<file path="src/rtl/psram_opi_seq_if.sv">
// Signal bundle between the PSRAM register front end, the OPI sequencer
// and the external PSRAM pins. The sequencer uses the slave modport.
interface psram_opi_seq_if;
    logic        en_i;
    logic [7:0]  pscr_i;
    logic [7:0]  cmd_rd_i;
    logic [7:0]  cmd_wr_i;
    logic [7:0]  wait_i;
    logic        xfer_valid_i;
    logic        xfer_ready_o;
    logic        xfer_we_i;
    logic [31:0] xfer_addr_i;
    logic [7:0]  xfer_len_i;
    logic        wdata_valid_i;
    logic        wdata_ready_o;
    logic [15:0] wdata_i;
    logic        rdata_valid_o;
    logic [15:0] rdata_o;
    logic        busy_o;
    logic        done_o;
    logic        psram_sck_o;
    logic        psram_ce_o;
    logic [7:0]  psram_io_en_o;
    logic [7:0]  psram_io_out_o;
    logic [7:0]  psram_io_in_i;
    logic        psram_dqs_en_o;
    logic        psram_dqs_out_o;
    logic        psram_dqs_in_i;

    modport slave (
        input  en_i, pscr_i, cmd_rd_i, cmd_wr_i, wait_i,
        input  xfer_valid_i, xfer_we_i, xfer_addr_i, xfer_len_i,
        input  wdata_valid_i, wdata_i, psram_io_in_i, psram_dqs_in_i,
        output xfer_ready_o, wdata_ready_o, rdata_valid_o, rdata_o,
        output busy_o, done_o, psram_sck_o, psram_ce_o,
        output psram_io_en_o, psram_io_out_o, psram_dqs_en_o, psram_dqs_out_o
    );

    modport master (
        output en_i, pscr_i, cmd_rd_i, cmd_wr_i, wait_i,
        output xfer_valid_i, xfer_we_i, xfer_addr_i, xfer_len_i,
        output wdata_valid_i, wdata_i, psram_io_in_i, psram_dqs_in_i,
        input  xfer_ready_o, wdata_ready_o, rdata_valid_o, rdata_o,
        input  busy_o, done_o, psram_sck_o, psram_ce_o,
        input  psram_io_en_o, psram_io_out_o, psram_dqs_en_o, psram_dqs_out_o
    );
endinterface

</file>
<file path="src/rtl/psram_opi_seq.sv">
// OPI octal-DDR burst sequencer: CMD, ADDR, LAT, DATA, TAIL and CEH phases,
// one sck edge per slot of P clk cycles, 16 bits per sck cycle.
module psram_opi_seq (
    input  logic           clk_i,
    input  logic           rst_i,
    psram_opi_seq_if.slave bus
);
    localparam logic [2:0] S_IDLE = 3'd0;
    localparam logic [2:0] S_CMD  = 3'd1;
    localparam logic [2:0] S_ADDR = 3'd2;
    localparam logic [2:0] S_LAT  = 3'd3;
    localparam logic [2:0] S_DATA = 3'd4;
    localparam logic [2:0] S_TAIL = 3'd5;
    localparam logic [2:0] S_CEH  = 3'd6;

    logic [2:0]  r_state;
    logic [7:0]  r_h;
    logic [7:0]  r_p;
    logic [7:0]  r_half;
    logic [8:0]  r_slot;
    logic [7:0]  r_cmd;
    logic [7:0]  r_wait;
    logic [7:0]  r_len;
    logic [31:0] r_addr;
    logic        r_we;
    logic        r_sck;
    logic        r_ce;
    logic [7:0]  r_io_en;
    logic [7:0]  r_io_out;
    logic        r_dqs_en;
    logic        r_rvalid;
    logic [15:0] r_rdata;
    logic [7:0]  r_rlo;
    logic [7:0]  r_whi;
    logic        r_done;
    logic        r_busy;

    logic        w_idle;
    logic        w_ready;
    logic        w_accept;
    logic [7:0]  w_p_new;
    logic [8:0]  w_lat_slots;
    logic [8:0]  w_data_slots;
    logic        w_last_h;
    logic        w_even_wslot;
    logic        w_stall;
    logic        w_adv;
    logic        w_wtake;
    logic        w_rsample;
    logic        w_clocked;
    logic        w_sck_toggle;
    logic        w_last_slot;
    logic [2:0]  w_next_state;
    logic        w_unused_bits;

    assign w_idle       = (r_state == S_IDLE);
    assign w_ready      = bus.en_i & w_idle & ~rst_i;
    assign w_accept     = bus.xfer_valid_i & w_ready;
    assign w_p_new      = (bus.pscr_i < 8'd2) ? 8'd2 : bus.pscr_i;
    assign w_lat_slots  = {r_wait, 1'b0};
    assign w_data_slots = {1'b0, r_len};
    assign w_last_h     = (r_h == (r_p - 8'd1));

    // A write pair is fetched at the start of each even data slot; with no
    // word available the slot counter parks at h==0 and sck stays low.
    assign w_even_wslot = (r_state == S_DATA) & r_we & (r_h == 8'd0) & ~r_slot[0];
    assign w_stall      = w_even_wslot & ~bus.wdata_valid_i;
    assign w_wtake      = w_even_wslot & bus.wdata_valid_i & ~rst_i;
    assign w_adv        = ~w_idle & ~w_stall;
    assign w_rsample    = (r_state == S_DATA) & ~r_we & w_adv & w_last_h;
    assign w_clocked    = (r_state == S_CMD) | (r_state == S_ADDR) |
                          (r_state == S_LAT) | (r_state == S_DATA);
    assign w_sck_toggle = w_adv & w_clocked & (r_h == (r_half - 8'd1));

    assign w_unused_bits = bus.psram_dqs_in_i ^ bus.xfer_len_i[0];

    always_comb begin
        w_last_slot  = 1'b0;
        w_next_state = S_IDLE;
        case (r_state)
            S_CMD: begin
                w_last_slot  = (r_slot == 9'd1);
                w_next_state = S_ADDR;
            end
            S_ADDR: begin
                w_last_slot = (r_slot == 9'd3);
                if (r_wait != 8'd0)
                    w_next_state = S_LAT;
                else if (r_len != 8'd0)
                    w_next_state = S_DATA;
                else
                    w_next_state = S_TAIL;
            end
            S_LAT: begin
                w_last_slot  = (r_slot == (w_lat_slots - 9'd1));
                w_next_state = (r_len != 8'd0) ? S_DATA : S_TAIL;
            end
            S_DATA: begin
                w_last_slot  = (r_slot == (w_data_slots - 9'd1));
                w_next_state = S_TAIL;
            end
            S_TAIL: begin
                w_last_slot  = 1'b1;
                w_next_state = S_CEH;
            end
            S_CEH: begin
                w_last_slot  = 1'b1;
                w_next_state = S_IDLE;
            end
            default: begin
                w_last_slot  = 1'b0;
                w_next_state = S_IDLE;
            end
        endcase
    end

    // Pin outputs are registered and loaded on the edge that opens a slot,
    // except the low write byte which follows the word fetch by one clk.
    always_ff @(posedge clk_i) begin
        if (rst_i) begin
            r_state  <= S_IDLE;
            r_h      <= 8'd0;
            r_p      <= 8'd2;
            r_half   <= 8'd1;
            r_slot   <= 9'd0;
            r_cmd    <= 8'd0;
            r_wait   <= 8'd0;
            r_len    <= 8'd0;
            r_addr   <= 32'd0;
            r_we     <= 1'b0;
            r_sck    <= 1'b0;
            r_ce     <= 1'b1;
            r_io_en  <= 8'h00;
            r_io_out <= 8'h00;
            r_dqs_en <= 1'b0;
            r_rvalid <= 1'b0;
            r_rdata  <= 16'h0000;
            r_rlo    <= 8'h00;
            r_whi    <= 8'h00;
            r_done   <= 1'b0;
            r_busy   <= 1'b0;
        end else begin
            r_rvalid <= 1'b0;
            r_done   <= 1'b0;
            if (r_done)
                r_busy <= 1'b0;

            if (w_idle) begin
                if (w_accept) begin
                    r_state  <= S_CMD;
                    r_h      <= 8'd0;
                    r_slot   <= 9'd0;
                    r_p      <= w_p_new;
                    r_half   <= w_p_new >> 1;
                    r_cmd    <= bus.xfer_we_i ? bus.cmd_wr_i : bus.cmd_rd_i;
                    r_wait   <= bus.wait_i;
                    r_len    <= {bus.xfer_len_i[7:1], 1'b0};
                    r_addr   <= bus.xfer_addr_i;
                    r_we     <= bus.xfer_we_i;
                    r_ce     <= 1'b0;
                    r_io_out <= bus.xfer_we_i ? bus.cmd_wr_i : bus.cmd_rd_i;
                    r_io_en  <= 8'hFF;
                    r_busy   <= 1'b1;
                end
            end else if (w_adv) begin
                if (w_sck_toggle)
                    r_sck <= ~r_sck;
                if (!w_last_h) begin
                    r_h <= r_h + 8'd1;
                end else begin
                    r_h <= 8'd0;
                    if (w_last_slot) begin
                        r_state <= w_next_state;
                        r_slot  <= 9'd0;
                        case (w_next_state)
                            S_ADDR: r_io_out <= r_addr[31:24];
                            S_LAT:  r_io_en  <= 8'h00;
                            S_DATA: begin
                                r_io_en  <= r_we ? 8'hFF : 8'h00;
                                r_dqs_en <= r_we;
                            end
                            S_TAIL: begin
                                r_io_en  <= 8'h00;
                                r_io_out <= 8'h00;
                                r_dqs_en <= 1'b0;
                                r_sck    <= 1'b0;
                            end
                            S_CEH:  r_ce   <= 1'b1;
                            S_IDLE: r_done <= 1'b1;
                            default: ;
                        endcase
                    end else begin
                        r_slot <= r_slot + 9'd1;
                        if (r_state == S_ADDR) begin
                            case (r_slot[1:0])
                                2'd0:    r_io_out <= r_addr[23:16];
                                2'd1:    r_io_out <= r_addr[15:8];
                                default: r_io_out <= r_addr[7:0];
                            endcase
                        end
                        if ((r_state == S_DATA) && r_we && !r_slot[0])
                            r_io_out <= r_whi;
                    end
                end
            end

            if (w_wtake) begin
                r_io_out <= bus.wdata_i[7:0];
                r_whi    <= bus.wdata_i[15:8];
            end

            if (w_rsample) begin
                if (!r_slot[0]) begin
                    r_rlo <= bus.psram_io_in_i;
                end else begin
                    r_rdata  <= {bus.psram_io_in_i, r_rlo};
                    r_rvalid <= 1'b1;
                end
            end
        end
    end

    assign bus.xfer_ready_o    = w_ready;
    assign bus.wdata_ready_o   = w_wtake;
    assign bus.rdata_valid_o   = r_rvalid;
    assign bus.rdata_o         = r_rdata;
    assign bus.busy_o          = r_busy;
    assign bus.done_o          = r_done;
    assign bus.psram_sck_o     = r_sck;
    assign bus.psram_ce_o      = r_ce;
    assign bus.psram_io_en_o   = r_io_en;
    assign bus.psram_io_out_o  = r_io_out;
    assign bus.psram_dqs_en_o  = r_dqs_en;
    assign bus.psram_dqs_out_o = 1'b0;
endmodule

</file>
<file path="src/flat_wrapper.sv">
// flat-port wrapper written by rule: the top's interface ports become plain ports
module psram_opi_seq_flat 
  (clk_i, rst_i, bus_en_i, bus_pscr_i, bus_cmd_rd_i, bus_cmd_wr_i, bus_wait_i, bus_xfer_valid_i, bus_xfer_we_i, bus_xfer_addr_i, bus_xfer_len_i, bus_wdata_valid_i, bus_wdata_i, bus_psram_io_in_i, bus_psram_dqs_in_i, bus_xfer_ready_o, bus_wdata_ready_o, bus_rdata_valid_o, bus_rdata_o, bus_busy_o, bus_done_o, bus_psram_sck_o, bus_psram_ce_o, bus_psram_io_en_o, bus_psram_io_out_o, bus_psram_dqs_en_o, bus_psram_dqs_out_o);
  psram_opi_seq_if bus_i ();
  input  logic clk_i;
  input  logic rst_i;
  input wire logic [$bits(bus_i.en_i)-1:0] bus_en_i;
  input wire logic [$bits(bus_i.pscr_i)-1:0] bus_pscr_i;
  input wire logic [$bits(bus_i.cmd_rd_i)-1:0] bus_cmd_rd_i;
  input wire logic [$bits(bus_i.cmd_wr_i)-1:0] bus_cmd_wr_i;
  input wire logic [$bits(bus_i.wait_i)-1:0] bus_wait_i;
  input wire logic [$bits(bus_i.xfer_valid_i)-1:0] bus_xfer_valid_i;
  input wire logic [$bits(bus_i.xfer_we_i)-1:0] bus_xfer_we_i;
  input wire logic [$bits(bus_i.xfer_addr_i)-1:0] bus_xfer_addr_i;
  input wire logic [$bits(bus_i.xfer_len_i)-1:0] bus_xfer_len_i;
  input wire logic [$bits(bus_i.wdata_valid_i)-1:0] bus_wdata_valid_i;
  input wire logic [$bits(bus_i.wdata_i)-1:0] bus_wdata_i;
  input wire logic [$bits(bus_i.psram_io_in_i)-1:0] bus_psram_io_in_i;
  input wire logic [$bits(bus_i.psram_dqs_in_i)-1:0] bus_psram_dqs_in_i;
  output wire logic [$bits(bus_i.xfer_ready_o)-1:0] bus_xfer_ready_o;
  output wire logic [$bits(bus_i.wdata_ready_o)-1:0] bus_wdata_ready_o;
  output wire logic [$bits(bus_i.rdata_valid_o)-1:0] bus_rdata_valid_o;
  output wire logic [$bits(bus_i.rdata_o)-1:0] bus_rdata_o;
  output wire logic [$bits(bus_i.busy_o)-1:0] bus_busy_o;
  output wire logic [$bits(bus_i.done_o)-1:0] bus_done_o;
  output wire logic [$bits(bus_i.psram_sck_o)-1:0] bus_psram_sck_o;
  output wire logic [$bits(bus_i.psram_ce_o)-1:0] bus_psram_ce_o;
  output wire logic [$bits(bus_i.psram_io_en_o)-1:0] bus_psram_io_en_o;
  output wire logic [$bits(bus_i.psram_io_out_o)-1:0] bus_psram_io_out_o;
  output wire logic [$bits(bus_i.psram_dqs_en_o)-1:0] bus_psram_dqs_en_o;
  output wire logic [$bits(bus_i.psram_dqs_out_o)-1:0] bus_psram_dqs_out_o;
  assign bus_i.en_i = bus_en_i;
  assign bus_i.pscr_i = bus_pscr_i;
  assign bus_i.cmd_rd_i = bus_cmd_rd_i;
  assign bus_i.cmd_wr_i = bus_cmd_wr_i;
  assign bus_i.wait_i = bus_wait_i;
  assign bus_i.xfer_valid_i = bus_xfer_valid_i;
  assign bus_i.xfer_we_i = bus_xfer_we_i;
  assign bus_i.xfer_addr_i = bus_xfer_addr_i;
  assign bus_i.xfer_len_i = bus_xfer_len_i;
  assign bus_i.wdata_valid_i = bus_wdata_valid_i;
  assign bus_i.wdata_i = bus_wdata_i;
  assign bus_i.psram_io_in_i = bus_psram_io_in_i;
  assign bus_i.psram_dqs_in_i = bus_psram_dqs_in_i;
  assign bus_xfer_ready_o = bus_i.xfer_ready_o;
  assign bus_wdata_ready_o = bus_i.wdata_ready_o;
  assign bus_rdata_valid_o = bus_i.rdata_valid_o;
  assign bus_rdata_o = bus_i.rdata_o;
  assign bus_busy_o = bus_i.busy_o;
  assign bus_done_o = bus_i.done_o;
  assign bus_psram_sck_o = bus_i.psram_sck_o;
  assign bus_psram_ce_o = bus_i.psram_ce_o;
  assign bus_psram_io_en_o = bus_i.psram_io_en_o;
  assign bus_psram_io_out_o = bus_i.psram_io_out_o;
  assign bus_psram_dqs_en_o = bus_i.psram_dqs_en_o;
  assign bus_psram_dqs_out_o = bus_i.psram_dqs_out_o;
  psram_opi_seq u_core (.clk_i(clk_i), .rst_i(rst_i), .bus(bus_i));
endmodule
</file>
<file path="config.mk">
export PLATFORM = sky130hd
export DESIGN_NAME = psram_opi_seq_flat
export DESIGN_NICKNAME = d
export VERILOG_FILES = /design/src/rtl/psram_opi_seq_if.sv /design/src/rtl/psram_opi_seq.sv /design/src/flat_wrapper.sv
export SDC_FILE = /design/constraint.sdc
export NUM_CORES = 1
export LEC_CHECK = 0
export CORE_MARGIN = 1.5
export CORE_UTILIZATION = 51
export DETAILED_ROUTE_END_ITERATION = 12
export PLACE_DENSITY = 0.88
export SYNTH_ARGS = -nofsm -noshare
export SYNTH_HDL_FRONTEND = slang
export SYNTH_SLANG_ARGS = --single-unit
</file>
<file path="constraint.sdc">
create_clock -name clk_i -period 3.95 [get_ports clk_i]
set_input_delay 0.395 -clock clk_i [delete_from_list [all_inputs] [get_ports clk_i]]
set_output_delay 0.395 -clock clk_i [all_outputs]
set_load 0.01 [all_outputs]
</file>
### Yosys cells after proc, flatten, opt, wreduce, memory -nomap -nowiden

Cells that the tools add are included.

* bits in registers: 137
* bits in latches: 0
* bits in writable memories: 0
* ROM bits: 0
* output and inout port bits: 41
* word-level logic and storage cells: 163
* memories: 0

* add/sub/neg operators: 6
* multipliers: 0
* div/mod/pow operators: 0
* $lt $le $gt $ge: 1
* eq/ne operators: 21
* shift-type cells: 0
* mux-type cells: 53
* bitwise gates (word level): 29
* reduce and logical (&&, ||, !) cells: 33

Operator list (number)
* two-way mux 8 bit: 20
* one-hot mux 8 bit (2 select lines): 3
* two-way mux 9 bit: 5
* AND reduction 5 bit: 4
* equality test 3 bit, second input constant: 6
* equality test 9 bit: 2
* two-way mux 3 bit: 6
* equality test 8 bit: 2
* two-way mux 1 bit: 16
* nonzero test 8 bit: 2
* bitwise AND 1 bit: 15
* one-hot mux 3 bit (5 select lines): 1
* equality test 3 x 2 -> 1 bit, second input constant: 4
* inverter 1 bit: 11
* AND reduction 2 bit: 5
* nonzero test 2 bit: 5
* adder 9 x 1 -> 9 bit, second input constant: 1
* equality test 9 x 1 -> 1 bit, second input constant: 1
* equality test 9 x 2 -> 1 bit, second input constant: 1
* nonzero test 3 bit: 3
* subtractor 8 x 1 -> 9 bit, second input constant: 1
* subtractor 9 x 1 -> 9 bit, second input constant: 1
* adder 8 x 1 -> 8 bit, second input constant: 1
* logical NOT 8 bit: 1
* other kinds (20): 26

### Logic depth before layout (Yosys ltp)

* word-level depth: 13
* gate-level depth with buffers: 12
* gate-level depth less buffers: 11

### Worst setup path before layout

No wires, ideal clock.

* path type: register to register
* start: reg u_core.r_len[1]
* end: reg u_core.r_io_out[0], in the netlist u_core.bus.psram_io_out_o[0]
* library setup time: 0.087 ns
* data arrival time: 2.630 ns
* data required time: 3.863 ns
* setup slack: 1.233 ns
* cell stages (with the launch flop): 12
* buffers on the path: 0
* period minus slack after synthesis: 2.717 ns
* cells stage by stage: dfxtp_1 > inv_1 > ha_1 > nor3b_1 > nand2_1 > xor2_1 > o22ai_1 > xor2_1 > nor4_4 > mux2i_2 > nand3b_2 > o31ai_1

* longest elaborated chain between the ends: 11
* elaborated cells between the ends (all ways): 18
* those cells by class: add/sub (1); eq/ne (4); mux (10); reduce/logical (3)

RTL lines
* start, declared: RTL line psram_opi_seq.sv:23 `logic [7:0] r_len;`
* start signal, assigned: RTL line psram_opi_seq.sv:157 `r_len <= {bus.xfer_len_i[7:1], 1'b0};`
* parallel branches: the longest is 11 deep, another holds subtractor 8 x 1 -> 9 bit
* end signal, assigned: RTL line psram_opi_seq.sv:161 `r_io_out <= bus.xfer_we_i ? bus.cmd_wr_i : bus.cmd_rd_i;`
* end signal, assigned: RTL line psram_opi_seq.sv:176 `S_ADDR: r_io_out <= r_addr[31:24];`
* end signal, assigned: RTL line psram_opi_seq.sv:208 `r_io_out <= bus.wdata_i[7:0];`
* end, declared: RTL line psram_opi_seq.sv:29 `logic [7:0] r_io_out;`

Several ways; the timed one is not identified. The select of a mux whose other input is x is not followed.
A chain may end at the register's enable or synchronous reset.

### Worst setup path in the final report

* start: reg u_core.r_state[2]
* end: out bus_wdata_ready_o

* longest elaborated chain between the ends: 6

RTL lines
* start, declared: RTL line psram_opi_seq.sv:16 `logic [2:0] r_state;`
* start signal, assigned: RTL line psram_opi_seq.sv:173 `r_state <= w_next_state;`
* equality test 3 bit: RTL line psram_opi_seq.sv:66 `assign w_even_wslot = (r_state == S_DATA) & r_we & (r_h == 8'd0) & ~r_slot[0];`
* bitwise AND 1 bit (3 in a row): RTL line psram_opi_seq.sv:66
* bitwise AND 1 bit (2 in a row): RTL line psram_opi_seq.sv:68 `assign w_wtake = w_even_wslot & bus.wdata_valid_i & ~rst_i;`
* end, declared: RTL line flat_wrapper.sv:21 `output wire logic [$bits(bus_i.wdata_ready_o)-1:0] bus_wdata_ready_o;`

Every way passes these cells.

==> results.py <==
metrics = {
    "finish": {
        "layout_commonest_cell": "clkdlybuf4s50_1",
        "antennaDiodeCount": 0,
        "areaGrowthSynthToFinish_pct": 31.44,
        "drive_gt1_frac": 0.06358,
        "fin_nets": 1030,
        "most-common-layout-cells": "clkdlybuf4s50_1, dfxtp_1, nand2_1, o21ai_0, nor2_1",
        "fillCellCount": 955,
    },
    "critical_path": {
        "cp-start-kind": "flip-flop",
        "critPathCaptureType": "output port",
        "required_ns": 3.56,
        "worstSetupPathType": "flip-flop to output port",
        "arrival_ns": 3.26,
        "crit_fanout": 20,
    },
    "die": {
        "die-height_um": 115.4,
        "dieArea_sq_um": 13320,
        "core-area_sq_um": 12160,
        "die_x_um": 115.4,
        "boundaryPins": 144,
        "start_util": 0.5297,
        "placementRows": 40,
    },
    "timing": {
        "rsz0062_at_grt": "no",
        "finalClockSkew_ns": 0.007458,
        "slew_violations": 0,
        "finalSetupViolations": 0,
        "period_minus_slack_ns": 3.660,
        "hold_ws_ns": 0.4579,
        "setup_ws_ns": 0.2901,
        "fmax_mhz": 273.2,
        "final.setup.tns_ns": 0,
        "hold_viol": 0,
        "tightestPinTransition_ns": 1.001,
        "period_share": 0.9266,
        "slew_headroom": 0.3326,
    },
    "power_and_ir_drop": {
        "p_leak_nw": 3.142,
        "power_mw": 3.304,
        "p_per_area_nw_per_um2": 390.2,
        "peakVddDrop_mv": 0.2889,
    },
    "global_route": {
        "grt_use_total": 0.2633,
        "antenna_found_initial": 0,
        "grt_pass1_vias": 5833,
        "grt_overflow": 0,
        "top_usage_layer": "met2",
        "met3_usage": 0.06220,
        "met1_usage": 0.3275,
        "grt_max_degree": 111,
        "met2_usage": 0.4402,
        "grt_pass1_wl_um": 27420,
    },
    "synthesis": {
        "synth_top_area_share": 0.3822,
        "synth_edf_count": 0,
        "syn_avg_cell_area_sq_um": 8.013,
        "async_flop_share": 0,
        "yosys.area_share.simple": 0.2474,
        "synth_compound_area_frac": 0.1791,
        "netlist_area_sq_um": 6442,
        "synthXorXnorAreaFrac": 0.07050,
        "yosysTopAreaCell": "dfxtp_1",
        "synth_cell_types": 58,
        "synth.area.top_cells": "dfxtp_1, nand2_1, o21ai_0, nand2b_1, mux2i_1",
        "synth_nets": 919,
        "syn_inst": 804,
        "synth_top_family_by_area": "simple AND/OR/NAND/NOR gates",
        "ys.flop_type": "dfxtp_1",
        "yosys_warnings": 0,
        "ys_ff_latch": 123,
        "synth-adder-area-share": 0.02331,
        "synth_mux_area_frac": 0.04098,
        "seq_area_frac_synth": 0.3822,
    },
    "routing": {
        "drt_iter0_markers": 437,
        "wirelength_um": 16880,
        "firstDrtPassIters": 5,
        "drcViolationCount": 0,
        "drt-wirelength-per-cell_um": 15.40,
        "vias": 6038,
        "ant_nets": 0,
        "avgViaCountPerCell": 5.509,
    },
    "worst_hold_path": {
        "hold_class": "flip-flop to flip-flop",
    },
    "placement": {
        "pre_cts_ws_ns": 0.7846,
        "dp_hpwl_um": 11550,
        "portBuffers": 140,
        "gp_congestion": 0.8876,
    },
    "clock_tree": {
        "htreeDepth": 4,
        "postCtsSetupBuffers": 0,
        "cts_num_sinks": 123,
        "numCtsBuffers": 17,
        "cts_tree": "built",
        "clkTransAtPathRegs_ns": 0.06,
        "clk-insertion-delay-late_ns": 0.43,
        "root_buffer": "clkbuf_16",
        "cts_hold_buf": 0,
        "clock_path_buffers": 2,
        "cts_resized": 0,
    },
    "outcome": {
        "outcome": "finished, final reports clean",
    },
    "flow_run": {
        "cap_violations": 0,
    },
}
==> final timing paths <==
kind / from / slack (ns) / to / depth (start not counted)
min: u_core.r_whi[4] / 0.46 / u_core.r_whi[4] / 2
max reg2reg: u_core.r_state[2] / 0.70 / u_core.bus.psram_io_en_o[6] / 10
max: u_core.r_state[2] / 0.29 / bus_wdata_ready_o / 7
min reg2reg: u_core.r_whi[4] / 0.46 / u_core.r_whi[4] / 2
==> report_power, final <==
group | switching [mW] | internal (mW) | leakage [nW] | total [mW]
combinational | 0.198 | 0.218 | 1.87 | 0.415
clock | 0.619 | 0.940 | 0.275 | 1.56
sequential | 0.0448 | 1.28 | 0.999 | 1.33
==> state kept, by name, indices dropped and copies added, names as in the netlist <==
name                       count
u_core.bus.busy_o              1
u_core.bus.done_o              1
u_core.bus.psram_ce_o          1
u_core.bus.psram_dqs_en_o      1
u_core.bus.psram_io_en_o       1
u_core.bus.psram_io_out_o      8
u_core.bus.psram_sck_o         1
u_core.bus.rdata_o            16
u_core.bus.rdata_valid_o       1
u_core.r_addr                 32
u_core.r_h                     8
u_core.r_half                  1
u_core.r_len                   7
u_core.r_p                     7
u_core.r_rlo                   8
u_core.r_slot                  9
u_core.r_state                 3
u_core.r_wait                  8
u_core.r_we                    1
u_core.r_whi                   8
==> area by class of cell <==
class	instances	area, sq um	area share
inverters	25	93.84	0.01108
flip-flops and latches	123	2462	0.2908
repair buffers	152	1486	0.1755
clock buffers	18	429.2	0.05068
well taps	168	210.2	0.02482
multi-input cells	596	3626	0.4282
clock inverters	14	160.2	0.01891
==> routing by layer <==
metal / share of wire / wire length [um] / vias to the layer above
li1: - / - / 2998
met1: 0.43 / 7178 / 2779
met2: 0.48 / 8128 / 234
met3: 0.073 / 1225 / 27
met4: 0.020 / 343 / 0
met5: 0 / 0 / -
==> worst max-delay path, cell delays in order (launching register included) <==
cell and delay, ns:
dfxtp_1 0.54, nor3b_2 0.48, nand3_1 0.14, buf_4 0.22, nand3b_1 0.45, nor2_1 0.24
buf_4 0.19, clkdlybuf4s50_1 0.57
==> Yosys cell counts (2+ instances only) <==
master    instances
a211o_1           9
a211oi_1         11
a21boi_0          2
a21oi_1          22
a221oi_1          8
a22oi_1          10
and2_1            2
and3_1            4
and4_1            3
buf_1             4
buf_2             9
buf_4             8
clkbuf_1         39
dfxtp_1         123
ha_1             12
inv_1            25
mux2i_1          25
nand2_1         113
nand2b_1         51
nand3_1          31
nand3b_1          3
nand4_1           6
nor2_1           63
nor2b_1           9
nor3_1           12
nor3b_1           3
nor4_1            2
nor4_4            2
o211ai_1          3
o21ai_0          82
o22ai_1           6
o22ai_2           2
o31ai_1          19
or2_2             2
or3_1             6
or4_1             3
xnor2_1          27
xor2_1           23
==> through the flow <==
stage                     instance area (sq um)  std cells  utilization
after global routing                       8468       1096       0.6963
final                                      8468       1096       0.6963
after CTS                                  8468       1096       0.6963
after floorplan                            6442        804            -
after detailed placement                   7879       1064       0.6478
after global placement                     7879       1064       0.6478
==> kinds of logic (layout without fill, tap and decap cells) <==
group                    Yosys count  after routing
XOR/XNOR                          51             51
flip-flops                       123            123
buffers and inverters             85            209
AO/OA/AOI/OAI                    184            184
adder cells (fa/ha/maj)           12             12
multiplexers                      26             26
AND/OR/NAND/NOR                  322            322
other                              1              1
Note: power is estimated with default switching activity, not from simulation.
